[config.mk]
export PLATFORM = sky130hd
export DESIGN_NAME = pipeline_stall_control
export DESIGN_NICKNAME = d
export VERILOG_FILES = /design/src/rtl/pipeline_stall_control.sv
export SDC_FILE = /design/constraint.sdc
export NUM_CORES = 1
export LEC_CHECK = 0
export CAP_MARGIN = 0
export CORE_MARGIN = 2
export CORE_UTILIZATION = 35
export CTS_BUF_LIST = sky130_fd_sc_hd__clkbuf_16
export CTS_CLUSTER_SIZE = 30
export DETAILED_ROUTE_END_ITERATION = 7
export PLACE_DENSITY = 0.66
export SLEW_MARGIN = 20
export SYNTH_ARGS = -nofsm -noshare
export SYNTH_HDL_FRONTEND = slang
export SYNTH_SLANG_ARGS = --single-unit
[constraint.sdc]
create_clock -name clk -period 8.5 [get_ports clk]
set_clock_uncertainty 0.05 [all_clocks]
set_input_delay 1.7 -clock clk [delete_from_list [all_inputs] [get_ports clk]]
set_output_delay 1.7 -clock clk [all_outputs]
set_load 0.03 [all_outputs]
[src/rtl/pipeline_stall_control.sv]
// rtl/pipeline_stall_control.sv - pipeline stall/flush controller with memory watchdog and performance counters
module pipeline_stall_control #(
    parameter int CNT_W   = 32,
    parameter int TIMEOUT = 1024
) (
    input  logic             clk,
    input  logic             rst,
    input  logic             hazard_stall,
    input  logic             branch_taken,
    input  logic             icache_stall,
    input  logic             dcache_stall,
    output logic             PCWrite,
    output logic             IF_ID_Write,
    output logic             IF_ID_Flush,
    output logic             Ctrl_Sel,
    output logic             ID_EX_Write,
    output logic             EX_MEM_Write,
    output logic             MEM_WB_Write,
    output logic [CNT_W-1:0] stall_cnt,
    output logic [CNT_W-1:0] memwait_cnt,
    output logic [CNT_W-1:0] flush_cnt,
    output logic             error
);

    typedef enum logic [1:0] {
        RUN      = 2'd0,
        MEM_WAIT = 2'd1,
        HALT     = 2'd2
    } state_t;

    localparam int WD_W = $clog2(TIMEOUT + 1);

    state_t           state_q, state_d;
    logic             flush_pend_q, flush_pend_d;
    logic [WD_W-1:0]  wd_q, wd_d;
    logic             error_q, error_d;
    logic [CNT_W-1:0] stall_cnt_q, memwait_cnt_q, flush_cnt_q;

    logic mem_stall;
    logic wd_hit;
    logic halted;

    assign mem_stall = icache_stall | dcache_stall;
    assign halted    = (state_q == HALT);
    // This stall cycle is the TIMEOUT-th consecutive one
    assign wd_hit    = mem_stall && (wd_q == WD_W'(TIMEOUT - 1));

    function automatic logic [CNT_W-1:0] sat_inc(input logic [CNT_W-1:0] v);
        return (v == {CNT_W{1'b1}}) ? v : v + CNT_W'(1);
    endfunction

    // State, pending flush, watchdog and sticky error registers
    always_ff @(posedge clk or posedge rst) begin
        if (rst) begin
            state_q      <= RUN;
            flush_pend_q <= 1'b0;
            wd_q         <= '0;
            error_q      <= 1'b0;
        end else begin
            state_q      <= state_d;
            flush_pend_q <= flush_pend_d;
            wd_q         <= wd_d;
            error_q      <= error_d;
        end
    end

    // Next-state: memory stalls dominate, watchdog escalates to HALT, HALT is terminal
    always_comb begin
        state_d      = state_q;
        flush_pend_d = flush_pend_q;
        wd_d         = wd_q;
        error_d      = error_q;
        if (!halted) begin
            if (mem_stall) begin
                wd_d    = wd_hit ? wd_q : wd_q + WD_W'(1);
                state_d = wd_hit ? HALT : MEM_WAIT;
                error_d = error_q | wd_hit;
                if (branch_taken) begin
                    flush_pend_d = 1'b1;
                end
            end else begin
                wd_d    = '0;
                state_d = RUN;
                // Without a hazard the pending flush (if any) is issued this cycle
                if (!hazard_stall) begin
                    flush_pend_d = 1'b0;
                end
            end
        end
    end

    // Outputs: reset and HALT freeze everything, then mem stall, hazard bubble, flush, run
    always_comb begin
        PCWrite      = 1'b0;
        IF_ID_Write  = 1'b0;
        IF_ID_Flush  = 1'b0;
        Ctrl_Sel     = 1'b0;
        ID_EX_Write  = 1'b0;
        EX_MEM_Write = 1'b0;
        MEM_WB_Write = 1'b0;
        if (!rst && !halted) begin
            if (mem_stall) begin
                Ctrl_Sel = 1'b1;
            end else if (hazard_stall) begin
                ID_EX_Write  = 1'b1;
                EX_MEM_Write = 1'b1;
                MEM_WB_Write = 1'b1;
            end else begin
                PCWrite      = 1'b1;
                IF_ID_Write  = 1'b1;
                Ctrl_Sel     = 1'b1;
                ID_EX_Write  = 1'b1;
                EX_MEM_Write = 1'b1;
                MEM_WB_Write = 1'b1;
                IF_ID_Flush  = branch_taken | flush_pend_q;
            end
        end
    end

    // Saturating performance counters; frozen once halted
    always_ff @(posedge clk or posedge rst) begin
        if (rst) begin
            stall_cnt_q   <= '0;
            memwait_cnt_q <= '0;
            flush_cnt_q   <= '0;
        end else if (!halted) begin
            if (!mem_stall && hazard_stall) begin
                stall_cnt_q <= sat_inc(stall_cnt_q);
            end
            if (mem_stall) begin
                memwait_cnt_q <= sat_inc(memwait_cnt_q);
            end
            if (IF_ID_Flush) begin
                flush_cnt_q <= sat_inc(flush_cnt_q);
            end
        end
    end

    assign stall_cnt   = stall_cnt_q;
    assign memwait_cnt = memwait_cnt_q;
    assign flush_cnt   = flush_cnt_q;
    assign error       = error_q;

endmodule
After elaboration in Yosys (flattened, before gate mapping)
Cells that the tools add are included.
Storage, ports and cells
  output and inout bits: 104
  bits in latches: 0
  memories kept: 0
  bits in registers: 111
  memory bits (writable): 0
  bits in read-only memories: 0
Operators by class
  $add $sub $neg: 4
  magnitude comparators: 0
  bitwise gates (word level): 7
  equal/unequal tests: 8
  $mul: 0
  shift operators: 0
  mux-type cells: 17
  div/mod/pow operators: 0
  reduce and logical (&&, ||, !) cells: 12
Operator list (count)
  adder 32 x 1 -> 32 bit (second input constant): 3
  equality test 32 bit (second input constant): 3
  2-to-1 mux 11 bit: 2
  2-to-1 mux 1 bit: 13
  AND reduction 3 bit: 4
  adder 11 x 1 -> 11 bit (second input constant): 1
  equality test 11 x 10 -> 1 bit (second input constant): 1
  2-to-1 mux 2 bit: 2
  != test 2 bit (second input constant): 2
  inverter 1 bit: 4
  AND reduction 2 bit: 2
  logical AND 1 bit: 3
  logical NOT 1 bit: 3
  bitwise OR 1 bit: 3
  equality test 2 bit (second input constant): 1
  != test 2 x 1 -> 1 bit (second input constant): 1

Logic depth before layout (Yosys ltp)
Gate-level depths: netlist of the first run.
  depth in word-level cells: 5
  gate-level depth with buffers: 7

Least setup slack after synthesis of the first run
No wires, ideal clock.
  path kind: input-to-output
  from: input dcache_stall
  to: output PCWrite
  setup slack: 3.478 ns
  stages: 5
  required time: 6.750 ns
  arrival: 3.272 ns
  path through: nor2_2 > clkbuf_1 > nand2_1 > nor3_1 > buf_4
Between the ends
  longest elaborated chain between the ends: 3
RTL lines
  from (decl): line 11  | input logic dcache_stall,
  bitwise OR 1 bit: line 43  | assign mem_stall = icache_stall | dcache_stall;
  2-to-1 mux 1 bit (2 in series)
  to (decl): line 12  | output logic PCWrite,
Every way passes these cells.

Worst setup path after layout of the first run
  from: input dcache_stall
  to: output IF_ID_Flush
Between the ends
  longest elaborated chain between the ends: 3
RTL lines
  bitwise OR 1 bit: line 43
  2-to-1 mux 1 bit: line 102  | if (mem_stall) begin
  2-to-1 mux 1 bit: line 101  | if (!rst && !halted) begin
  to (decl): line 14  | output logic IF_ID_Flush,
Every way passes these cells.

==> results of run 1 <==
-- flip-flops by register name, indices dropped and copies added, names as in the netlist --
signal        count
flush_pend_q      1
memwait_cnt      32
error             1
wd_q             11
stall_cnt        32
state_q           2
flush_cnt        32
-- per-stage QoR --
stage          std cells    util
4_1_cts              854  0.4531
3_3_place_gp         840  0.4359
5_1_grt              854  0.4531
6_report             854  0.4531
2_1_floorplan        527       -
3_5_place_dp         840  0.4359
-- final timing paths --
check / startpoint / to / slack [ns] / depth (start not counted)
setup / recovery: dcache_stall / IF_ID_Flush / 2.78 / 5
hold / removal: memwait_cnt[7]$_DFFE_PP0P_ / memwait_cnt[7]$_DFFE_PP0P_ / 0.45 / 1
setup reg to reg: memwait_cnt[0]$_DFFE_PP0P_ / memwait_cnt[1]$_DFFE_PP0P_ / 6.02 / 6
hold reg to reg: memwait_cnt[7]$_DFFE_PP0P_ / memwait_cnt[7]$_DFFE_PP0P_ / 0.45 / 1
max in group asynchronous: rst / memwait_cnt[1]$_DFFE_PP0P_ / 5.32 / 3
min in group asynchronous: rst / stall_cnt[4]$_DFFE_PP0P_ / 1.81 / 2
-- synthesized netlist by cell type (all sizes together), types with 2 or more instances --
cell type / n / area, um^2
nor4: 15 / 145.1
o41ai: 2 / 17.52
nand4b: 2 / 17.52
a22o: 2 / 17.52
a41oi: 2 / 17.52
nor2b: 4 / 25.02
inv: 8 / 30.03
buf: 10 / 62.55
o2111ai: 4 / 58.81
clkbuf: 4 / 15.01
and2: 3 / 18.77
nand3: 49 / 245.2
mux2: 5 / 56.30
dfrtp: 111 / 2778
nand2: 43 / 161.4
nor3: 29 / 145.1
and4: 9 / 80.08
ha: 4 / 50.05
or4: 4 / 37.53
nand4: 41 / 290.3
a21oi: 11 / 55.05
nor3b: 2 / 15.01
o21ai: 11 / 55.05
and3: 22 / 137.6
xor2: 29 / 254.0
xnor2: 61 / 534.3
nor2: 27 / 106.4
-- routing by layer --
metal / track usage / up-vias
met5: 0 / -
met4: 0.06515 / 0
met3: 0.03239 / 23
met2: 0.2642 / 126
met1: 0.2128 / 2205
li1: - / 2130
-- power groups by stage --
stage,Clock [mW],Combinational (mW),Sequential (mW)
after floorplan,0,0.00983,0.538
after global placement,0,0.0170,0.538
after detailed placement,0,0.0175,0.538
after CTS,0.418,0.0176,0.528
after global routing,0.440,0.0198,0.527
final,0.407,0.0165,0.528
-- final cells by class --
class	count	area, um^2	share of cell area
Clock buffer	9	225.2	0.03163
Timing Repair Buffer	111	1106	0.1554
Sequential cell	111	2778	0.3902
Multi-Input combinational cell	393	2659	0.3735
Inverter	9	36.28	0.005097
Clock inverter	5	45.04	0.006327
Tap cell	216	270.3	0.03796
-- critical path: stages --
cell                              delay (ns)
sky130_fd_sc_hd__clkdlybuf4s50_1        0.42
sky130_fd_sc_hd__nor2_2                 0.48
sky130_fd_sc_hd__o2111ai_2              0.38
sky130_fd_sc_hd__clkinv_1               0.26
sky130_fd_sc_hd__clkdlybuf4s50_1        0.72
-- cells by family (layout without fill, tap and decap cells) --
logic type	after synthesis	count (layout)	synth area share
buf+inv	23	134	0.02007
fa+ha+maj	4	4	0.009022
simple gates	255	255	0.2634
xor+xnor	90	90	0.1421
mux	6	6	0.01195
flops	111	111	0.5007
compound gates	38	38	0.05278
==> run summary, run 1 <==
The clock net in this run drives a total of 111 sinks. The run gives 0.08431 mV as the worst-case vdd ir drop. The first TritonRoute pass finished after 4 iterations. For this block, the routed nets add up to 13190 um of wire. For this run, the leading register cell type out of synthesis is sky130_fd_sc_hd__dfrtp_1. Summed instance area of the synthesized netlist: 5548 um^2. The logs give 0.555 for the sequential fraction of design power and 0.5007 for the fraction of the yosys area taken by sequential cells. The first global-routing pass estimated 22000 um of wire.

In this run the worst path has a maximum fanout of 15. The flow ran to the end, and the final reports show no timing, DRC or antenna violations. TritonCTS built the clock tree. The number of antenna violations at the first check in global routing came out at 0.

For the switching power of the nets, the log shows 0.1988 mW. After routing the design area is 7119 um^2. Buffers added to address setup during post-CTS repair amount to 0.

The first routing iteration left 309 violations. Dividing the detail-routed via count by the number of cells gives 5.251. The setup total negative slack was 0 ns. The run gives 615 um as the met3 wire length. Signal routing reaches up to met4.

The number of hold violations in the final report was 0; the minimum clock period after layout was 5.724 ns. The run gives 0 as the number of setup violations in the final report. The clock root buffer master was sky130_fd_sc_hd__clkbuf_16.

The mean instance size in the synthesized netlist came out at 10.53 um^2. Across the run, the number of max-cap violations was 0. Number of distinct standard cells referenced by the synthesized netlist: 53. At the worst endpoint, the required time is 6.75 ns. The type of origin of the critical path is an input port.

The most common cell after layout, fill and taps aside is sky130_fd_sc_hd__dfrtp_1. The remaining global-route overflow is 0. The width of the die was 129.9 um.

On the final layout, the worst hold slack is 0.4479 ns. The routability-driven placement congestion ratio was 0.8024. The tightest min-delay check is of the register to register type. In this run, post-CTS repair resized a total of 0 instances. The antenna diode count was 0. The highest clock frequency the design can meet is 174.7 MHz.

In the post-route analysis, the smallest setup slack over all paths is 2.776 ns. The die boundary height is 129.9 um. The number of core rows is 46, and the actual slew at the worst max-slew pin is 0.8329 ns. The largest net degree at the start of global routing was 67.

The Yosys step of the flow raised 0 warnings. The internal power contribution is 0.7525 mW, and the DRC violation count after routing is 0. Worst path arrival time: 3.97 ns. The max-slew headroom at the worst pin is 0.4448, and the post-detailed-route count of antenna-violating nets is 0.

The final layout contains 645 nets. For this block, wires on met1 add up to 6077 um. The routed wire length per instance came out at 15.44 um. The final total power came out at 0.9512 mW. In this run the tool buffered the top-level ports with 109 buffer cells. The number of nets in the synthesized netlist is 537. In this run, synthesis inferred 0 flip-flops with an integrated enable.

Proportion of layout cells with a drive suffix above 1: 0.05329. Setup repair after global routing left no endpoint under its margin. The run gives 0.3531 as the starting utilization of the core area. Max-slew violation count: 0. In this run, post-CTS hold repair placed 0 buffers. Clock latency on the worst-skew pair: 0.35 ns.

In the detailed route, the total length drawn on met2 is 6232 um. The fraction of synthesis flops using an asynchronous set or reset pin works out to 1.000. The longest clock path from root to sink contains 2 buffers. The via count of the first global-routing pass is 4416, and the placeable core region is 15710 um^2.

The clock power share came out at 0.428. The run gives 1457 as the number of fill cells. For this design the static power due to leakage is 3.004 nW. The total global-route track usage was 0.1622. The area of the die was 16870 um^2; the register bit total from synthesis was 111. The worst setup path is captured at a primary output.

Cell area reported after detailed placement: 6849 um^2. The level count of the clock H-tree is 3. Detailed placement finished with a half-perimeter wire length of 9434 um. The post-route fraction of the period consumed by the critical path is 0.6734.

In the layout the commonest cells are sky130_fd_sc_hd__dfrtp_1 (111), sky130_fd_sc_hd__clkdlybuf4s50_1 (109), sky130_fd_sc_hd__xnor2_1 (61). The run gives 0.017 as the power share of the combinational group. The CTS buffer count is 9, and the clock transition at the registers of the reported paths is 0.07 ns. The tools report the pre-CTS worst setup slack as 2.746 ns. 110 I/O pins were placed. From synthesis to final layout, the design area changed by 28.33%. Number of vias in the routed layout: 4484. The switching share of power came out at 0.2090. The worst setup path is of the input port to primary output kind. Dividing total power by cell area gives a power density of 133.6 nW/um^2.

The synthesized instance count is 527.
(Power assumes the default switching activity.)
==> run 2, diff against run 1 <==
==> constraint.sdc (replaced) <==
create_clock -name clk -period 5.8 [get_ports clk]
set_clock_uncertainty 0.05 [all_clocks]
set_input_delay 1.16 -clock clk [delete_from_list [all_inputs] [get_ports clk]]
set_output_delay 1.16 -clock clk [all_outputs]
set_load 0.03 [all_outputs]
==> run summary, run 2 (synthesis gave the netlist of run 1 again) <==
At the later pin of the worst-skew pair, clock insertion delay measures 0.36 ns. The clock drives 111 sinks. The clock transition at the registers of the reported paths is 0.07 ns, and the combined area of the multi-input logic cells is 2659 um^2.

The run gives 0.018 as the power share of the combinational group. The tools report the starting utilization of the core area as 0.3531. The tools report the type of origin of the critical path as an input port.

The tools report the register area as 2778 um^2. No sink is reached through more buffers than the 2 on the longest clock path. Routability-driven placement finished with a final weighted congestion of 0.8003. The tools report the number of hold violations in the final report as 0.

The switching share of power came out at 0.2271. The total global-route track usage is 0.1606, and the number of placed cells counting well taps is 840. From synthesis to final layout, the design area changed by 28.44%.

The run gives 0.5189 as the max-slew headroom at the worst pin. For this design, the CTS-stage hold fixing added 0 buffers. For the number of setup violations in the final report, the log shows 0.

From left edge to right edge, the die measures 129.9 um. The proportion of layout cells with a drive suffix above 1 works out to 0.05938. In this run the tool buffered the top-level ports with 109 buffer cells. The delay of the slowest cell on the worst path is 0.72 ns, and the final net count is 645. The number of maximum-capacitance constraint violations was 0; the internal power contribution was 1.070 mW. In this run the static leakage power is 2.989 nW.

Power comes to 1.384 mW. The cell with the biggest individual delay on the critical path is sky130_fd_sc_hd__clkdlybuf4s50_1. The count of boundary I/O pins was 110; the post-detailed-route count of antenna-violating nets was 0.

For the area of the die, the log shows 16870 um^2. The first detailed-routing pass ran for 4 iterations. The tools report the number of antenna violations at the first check in global routing as 0. The post-route fraction of the period consumed by the critical path is 0.8004. Leaving out fill and tap cells, the most frequent cell in the layout is sky130_fd_sc_hd__dfrtp_1.

0 antenna diodes ended up in the layout. Entering global routing, the biggest net connects 80 pins. In this run the power density over the cells is 194.2 nW/um^2. The run gives 215.4 MHz as the highest clock frequency the design can meet.

Detailed placement finished with a half-perimeter wire length of 9445 um. The cell that appears most often on the critical path is sky130_fd_sc_hd__clkdlybuf4s50_1. The worst-case vdd ir drop came out at 0.1232 mV. The via count of the first global-routing pass was 4309. At the pin with the least slew margin, the transition time is 0.7162 ns.

The number of setup buffers added after CTS is 0. The detailed router finished its first iteration with 176 violations. The largest fanout of any net on the critical path was 15.

TritonCTS built the clock tree. STA puts the critical path data arrival time at 3.43 ns. The total buffers and inverters traversed by the critical path is 3, and the CTS buffer count is 9. After global routing the overflow that remains totals 0.

The count of instances resized after the clock tree is built is 0, and the total detailed-routing wirelength is 13220 um. In the routed layout, each cell is associated on average with a via count of 5.199. Across all layers, the routed design uses 4450 vias. For the sequential fraction of design power, the log shows 0.559. The routed wire length per instance works out to 15.44 um. The tools report the max-slew violation count as 0. Traced cell by cell, the critical path runs through clkdlybuf4s50_1, nor2_2, o2111ai_2, clkinv_1, clkdlybuf4s50_1.

The region available for standard cell placement spans 15710 um^2. Clock power share: 0.424. The level count of the clock H-tree is 3, and the die boundary height is 129.9 um. Row generation in the floorplan step produced 46 rows. The count of cells in the finished layout, fillers not included, comes to 856.

The tools report the clock root buffer master as sky130_fd_sc_hd__clkbuf_16. The number of fill cells was 1455. In the layout the commonest cells are sky130_fd_sc_hd__dfrtp_1 (111), sky130_fd_sc_hd__clkdlybuf4s50_1 (109), sky130_fd_sc_hd__xnor2_1 (61). STA classifies the critical path endpoint as a primary output. The worst hold path belongs to the class register to register. The DRC violation count after routing is 0.

The setup path with the least slack is of type input port to primary output. The run finished with clean final reports. The switching power of the nets was 0.3144 mW. The run gives 4.59 ns as the required time reported for the critical path endpoint. The smallest clock period supported by the final layout is computed as 4.642 ns.

In the final timing run, aggregate negative setup slack is 0 ns. The first global-routing pass estimated 21490 um of wire. Setup repair after global routing left no endpoint under its margin. On the critical path the largest part of the delay comes from buffers and inverters.
## run 2: changes by cell type in the layout (fill, tap and decap cells not counted)
cell	change
sky130_fd_sc_hd__bufinv_16	-1
sky130_fd_sc_hd__inv_6	+2
sky130_fd_sc_hd__inv_4	-1
sky130_fd_sc_hd__clkinvlp_4	+2
sky130_fd_sc_hd__clkinv_4	+2
sky130_fd_sc_hd__clkinv_1	+1
sky130_fd_sc_hd__inv_1	-3
## run 2: layout make-up
| cell class | count | area share |
|---|---|---|
| flip-flops and latches | 111 | 0.3898 |
| multi-input cells | 393 | 0.3731 |
| repair buffers | 111 | 0.1552 |
| well taps | 216 | 0.03793 |
| clock buffers | 9 | 0.03161 |
| clock inverters | 7 | 0.006848 |
| inverters | 9 | 0.005443 |
## run 2: final timing paths
| path | from | end | slack, ns | cells after the start |
|---|---|---|---|---|
| worst max register to register | memwait_cnt[0]$_DFFE_PP0P_ | memwait_cnt[1]$_DFFE_PP0P_ | 3.34 | 6 |
| min in group asynchronous | rst | stall_cnt[6]$_DFFE_PP0P_ | 1.38 | 2 |
| worst min register to register | error$_DFFE_PP0P_ | error$_DFFE_PP0P_ | 0.44 | 1 |
| max in group asynchronous | rst | memwait_cnt[24]$_DFFE_PP0P_ | 3.41 | 3 |
| worst max-delay path | dcache_stall | IF_ID_Flush | 1.16 | 5 |
| worst min-delay path | error$_DFFE_PP0P_ | error$_DFFE_PP0P_ | 0.44 | 1 |
## run 2: metal layers
layer / vias up / wire [um] / track usage
li1: 2129 / - / -
met1: 2196 / 6150 / 0.2131
met2: 104 / 6185 / 0.2498
met3: 21 / 506 / 0.02911
met4: 0 / 376 / 0.08792
met5: - / 0 / 0
## run 2: worst reg2reg max path, stage by stage (launching register included)
cell                      delay [ns]
sky130_fd_sc_hd__dfrtp_1        0.44
sky130_fd_sc_hd__ha_1           0.20
sky130_fd_sc_hd__nand3_1        0.21
sky130_fd_sc_hd__nor4_1         0.36
sky130_fd_sc_hd__nand4_2        0.47
sky130_fd_sc_hd__nand2_1        0.28
sky130_fd_sc_hd__mux2_2         0.35
## run 2: metrics by stage
step	area, um^2	setup WS (ns)	util	hold WS [ns]
after floorplan	5548	1.659	-	0.4118
after global placement	6849	1.187	0.4359	0.4301
after detailed placement	6849	1.118	0.4359	0.4219
after CTS	7123	1.120	0.4533	0.4530
after global routing	7126	0.9923	0.4535	0.4665
final	7126	1.158	0.4535	0.4409
## run 2: power by group through the flow
stage | Clock [mW] | Sequential [mW] | Combinational, mW
global placement | 0 | 0.789 | 0.0248
detailed placement | 0 | 0.789 | 0.0258
finish | 0.587 | 0.773 | 0.0243
CTS | 0.603 | 0.773 | 0.0257
floorplan | 0 | 0.789 | 0.0144
global route | 0.634 | 0.773 | 0.0290
==> run 3, diff against run 2 <==
==> constraint.sdc (replaced) <==
create_clock -name clk -period 4.4 [get_ports clk]
set_clock_uncertainty 0.05 [all_clocks]
set_input_delay 0.88 -clock clk [delete_from_list [all_inputs] [get_ports clk]]
set_output_delay 0.88 -clock clk [all_outputs]
set_load 0.03 [all_outputs]
==> run summary, run 3 (synthesis gave the netlist of run 1 again) <==
The run finished with clean final reports. In this run the power density over the cells is 253.6 nW/um^2. Delay of the slowest cell on the worst path: 0.72 ns. The run gives 1.407 mW as the internal power contribution. For the max-slew violation count, the log shows 0.

From synthesis to final layout, the design area changed by 28.60%. The logs give 0 for the remaining global-route overflow and 0 for the number of setup violations in the final report. The clock latency on the worst-skew pair came out at 0.35 ns. The number of sinks handled by clock tree synthesis is 111, and the routability-driven placement congestion ratio is 0.7995. The region available for standard cell placement spans 15710 um^2. The type of the most critical hold path is register to register. The most common cell after layout, fill and taps aside is sky130_fd_sc_hd__dfrtp_1. Of all nets on the critical path, the largest fanout is 8. The clock root buffer master is sky130_fd_sc_hd__clkbuf_16. The post-CTS setup repair buffer count is 0. After legalization and detailed placement, the total HPWL measured 9563 um. After floorplanning, the core was divided into 46 placement rows. The highest clock frequency the design can meet is 267.8 MHz, and the width of the die is 129.9 um.

Cell with the biggest individual delay on the critical path: sky130_fd_sc_hd__clkdlybuf4s50_1. Per-cell via count in the routed design: 5.223. The startpoint identified for the worst register-to-register timing path is memwait_cnt[20]$_DFFE_PP0P_. On the final layout, the worst hold slack is 0.4436 ns. The wire length of the first global-routing pass was 22080 um; the switching share of power was 0.2224. The number of fill cells was 1497. The logs give 0 for the number of antenna violations at the first check in global routing and 4476 for the number of vias in the routed layout.

The switching power of the nets was 0.4023 mW. The worst path arrival time is 2.80 ns, and the post-detailed-route count of antenna-violating nets is 0. After detailed routing, the total wire length is 13310 um. The total global-route track usage is 0.1636. The max-slew headroom at the worst pin is 0.4968, and the die boundary height is 129.9 um. The logs give 0.3531 for the starting utilization of the core area and 7134 um^2 for the area of all placed cells without fillers. The antenna diode count was 0; the proportion of layout cells with a drive suffix above 1 was 0.05928. Pin placement for this block handled 110 I/O pins. The worst setup path is launched from an input port. The worst hold path begins at flush_cnt[5]$_DFFE_PP0P_. The logs give 0.6210 ns for the pre-CTS worst setup slack and 4386 for the via count of the first global-routing pass.

For the pin with the worst max-slew slack, the measured transition is 0.7547 ns. The largest net degree at the start of global routing is 59. The first detailed-routing pass took 5 iterations. Setup repair after global routing left no endpoint under its margin. The longest clock path from root to sink contains 2 buffers. Summed over all cells, the static leakage comes to 2.999 nW. IR analysis of the VDD net gives a maximum drop of 0.1598 mV. CTS built an H-tree with a depth of 3. Once placement finished, the instance area stood at 6869 um^2. Counting both buffers and inverters, the worst setup path holds a total of 3. The launching instance or port of the critical path is hazard_stall.

Kind of critical path: input port to primary output. In the final routed layout, each cell accounts on average for 15.54 um. In this run, CTS created clock tree buffers numbering 9. Number of hold violations in the final report: 0. Library cell appearing most often on the critical path: sky130_fd_sc_hd__clkdlybuf4s50_1. After detailed routing, the number of remaining DRC violations is 0.

Number of buffers added to fix hold violations after cts: 0. The sequential fraction of design power was 0.563. The number of buffers inserted by port buffering works out to 109. The minimum clock period after layout was 3.734 ns; the clock transition at the registers of the reported paths was 0.07 ns. The smallest setup slack after layout came out at 0.6657 ns.

For the utilization after layout, the log shows 0.4541. The endpoint kind of the worst setup timing path was a primary output. The clock power share was 0.418; the power share of the combinational group was 0.019. Traced cell by cell, the critical path runs through clkdlybuf4s50_1, nor2_1, o2111ai_2, clkinv_1, clkdlybuf4s50_1. TritonCTS built the clock tree. The number of maximum-capacitance constraint violations is 0, and the initial detailed-routing violation count is 280. Setup total negative slack: 0 ns. The die covers 16870 um^2. In this run, post-CTS repair resized a total of 0 instances. The post-route fraction of the period consumed by the critical path is 0.8487. Grouping stages by cell kind, the critical path spends the most delay in buffers and inverters. At the end of the flow, the number of nets in the layout was 646.

The library cells used most frequently in the layout, excluding fill and tap cells, are sky130_fd_sc_hd__dfrtp_1 (111), sky130_fd_sc_hd__clkdlybuf4s50_1 (109), sky130_fd_sc_hd__xnor2_1 (61). The required time reported for the critical path endpoint is 3.47 ns.
## run 3: power by group through the flow
stage	Sequential (mW)	Clock, mW	Combinational, mW
after floorplan	1.04	0	0.0190
after global placement	1.04	0	0.0350
after detailed placement	1.04	0	0.0367
after CTS	1.02	0.786	0.0369
after global routing	1.02	0.826	0.0405
final	1.02	0.755	0.0343
## run 3: stage by stage
stage               total power, mW  instances
floorplan                     1.059        527
global placement              1.074        841
detailed placement            1.076        841
CTS                           1.842        857
global route                  1.886        857
finish                        1.809        857
## run 3: routing by layer
layer,track usage,routed length [um],vias up
met4,0.06388,218,0
met3,0.02952,653,15
met1,0.2157,6050,2198
li1,-,-,2133
met2,0.2686,6392,130
met5,0,0,-
## run 3: worst paths after layout
check	end	slack, ns	cells past startpoint
min reg2reg	flush_cnt[5]$_DFFE_PP0P_	0.44	1
max in group asynchronous	stall_cnt[18]$_DFFE_PP0P_	2.47	3
max reg2reg	memwait_cnt[1]$_DFFE_PP0P_	1.89	5
min	flush_cnt[5]$_DFFE_PP0P_	0.44	1
max	IF_ID_Flush	0.67	5
min in group asynchronous	flush_pend_q$_DFFE_PP0P_	1.07	2
## run 3: final cells by class
type                            count  area [um^2]  share of cell area
Clock inverter                      7        40.04            0.005612
Timing Repair Buffer              112         1126              0.1578
Tap cell                          216        270.3             0.03788
Sequential cell                   111         2778              0.3893
Clock buffer                        9        225.2             0.03157
Inverter                            9        36.28            0.005086
Multi-Input combinational cell    393         2659              0.3727
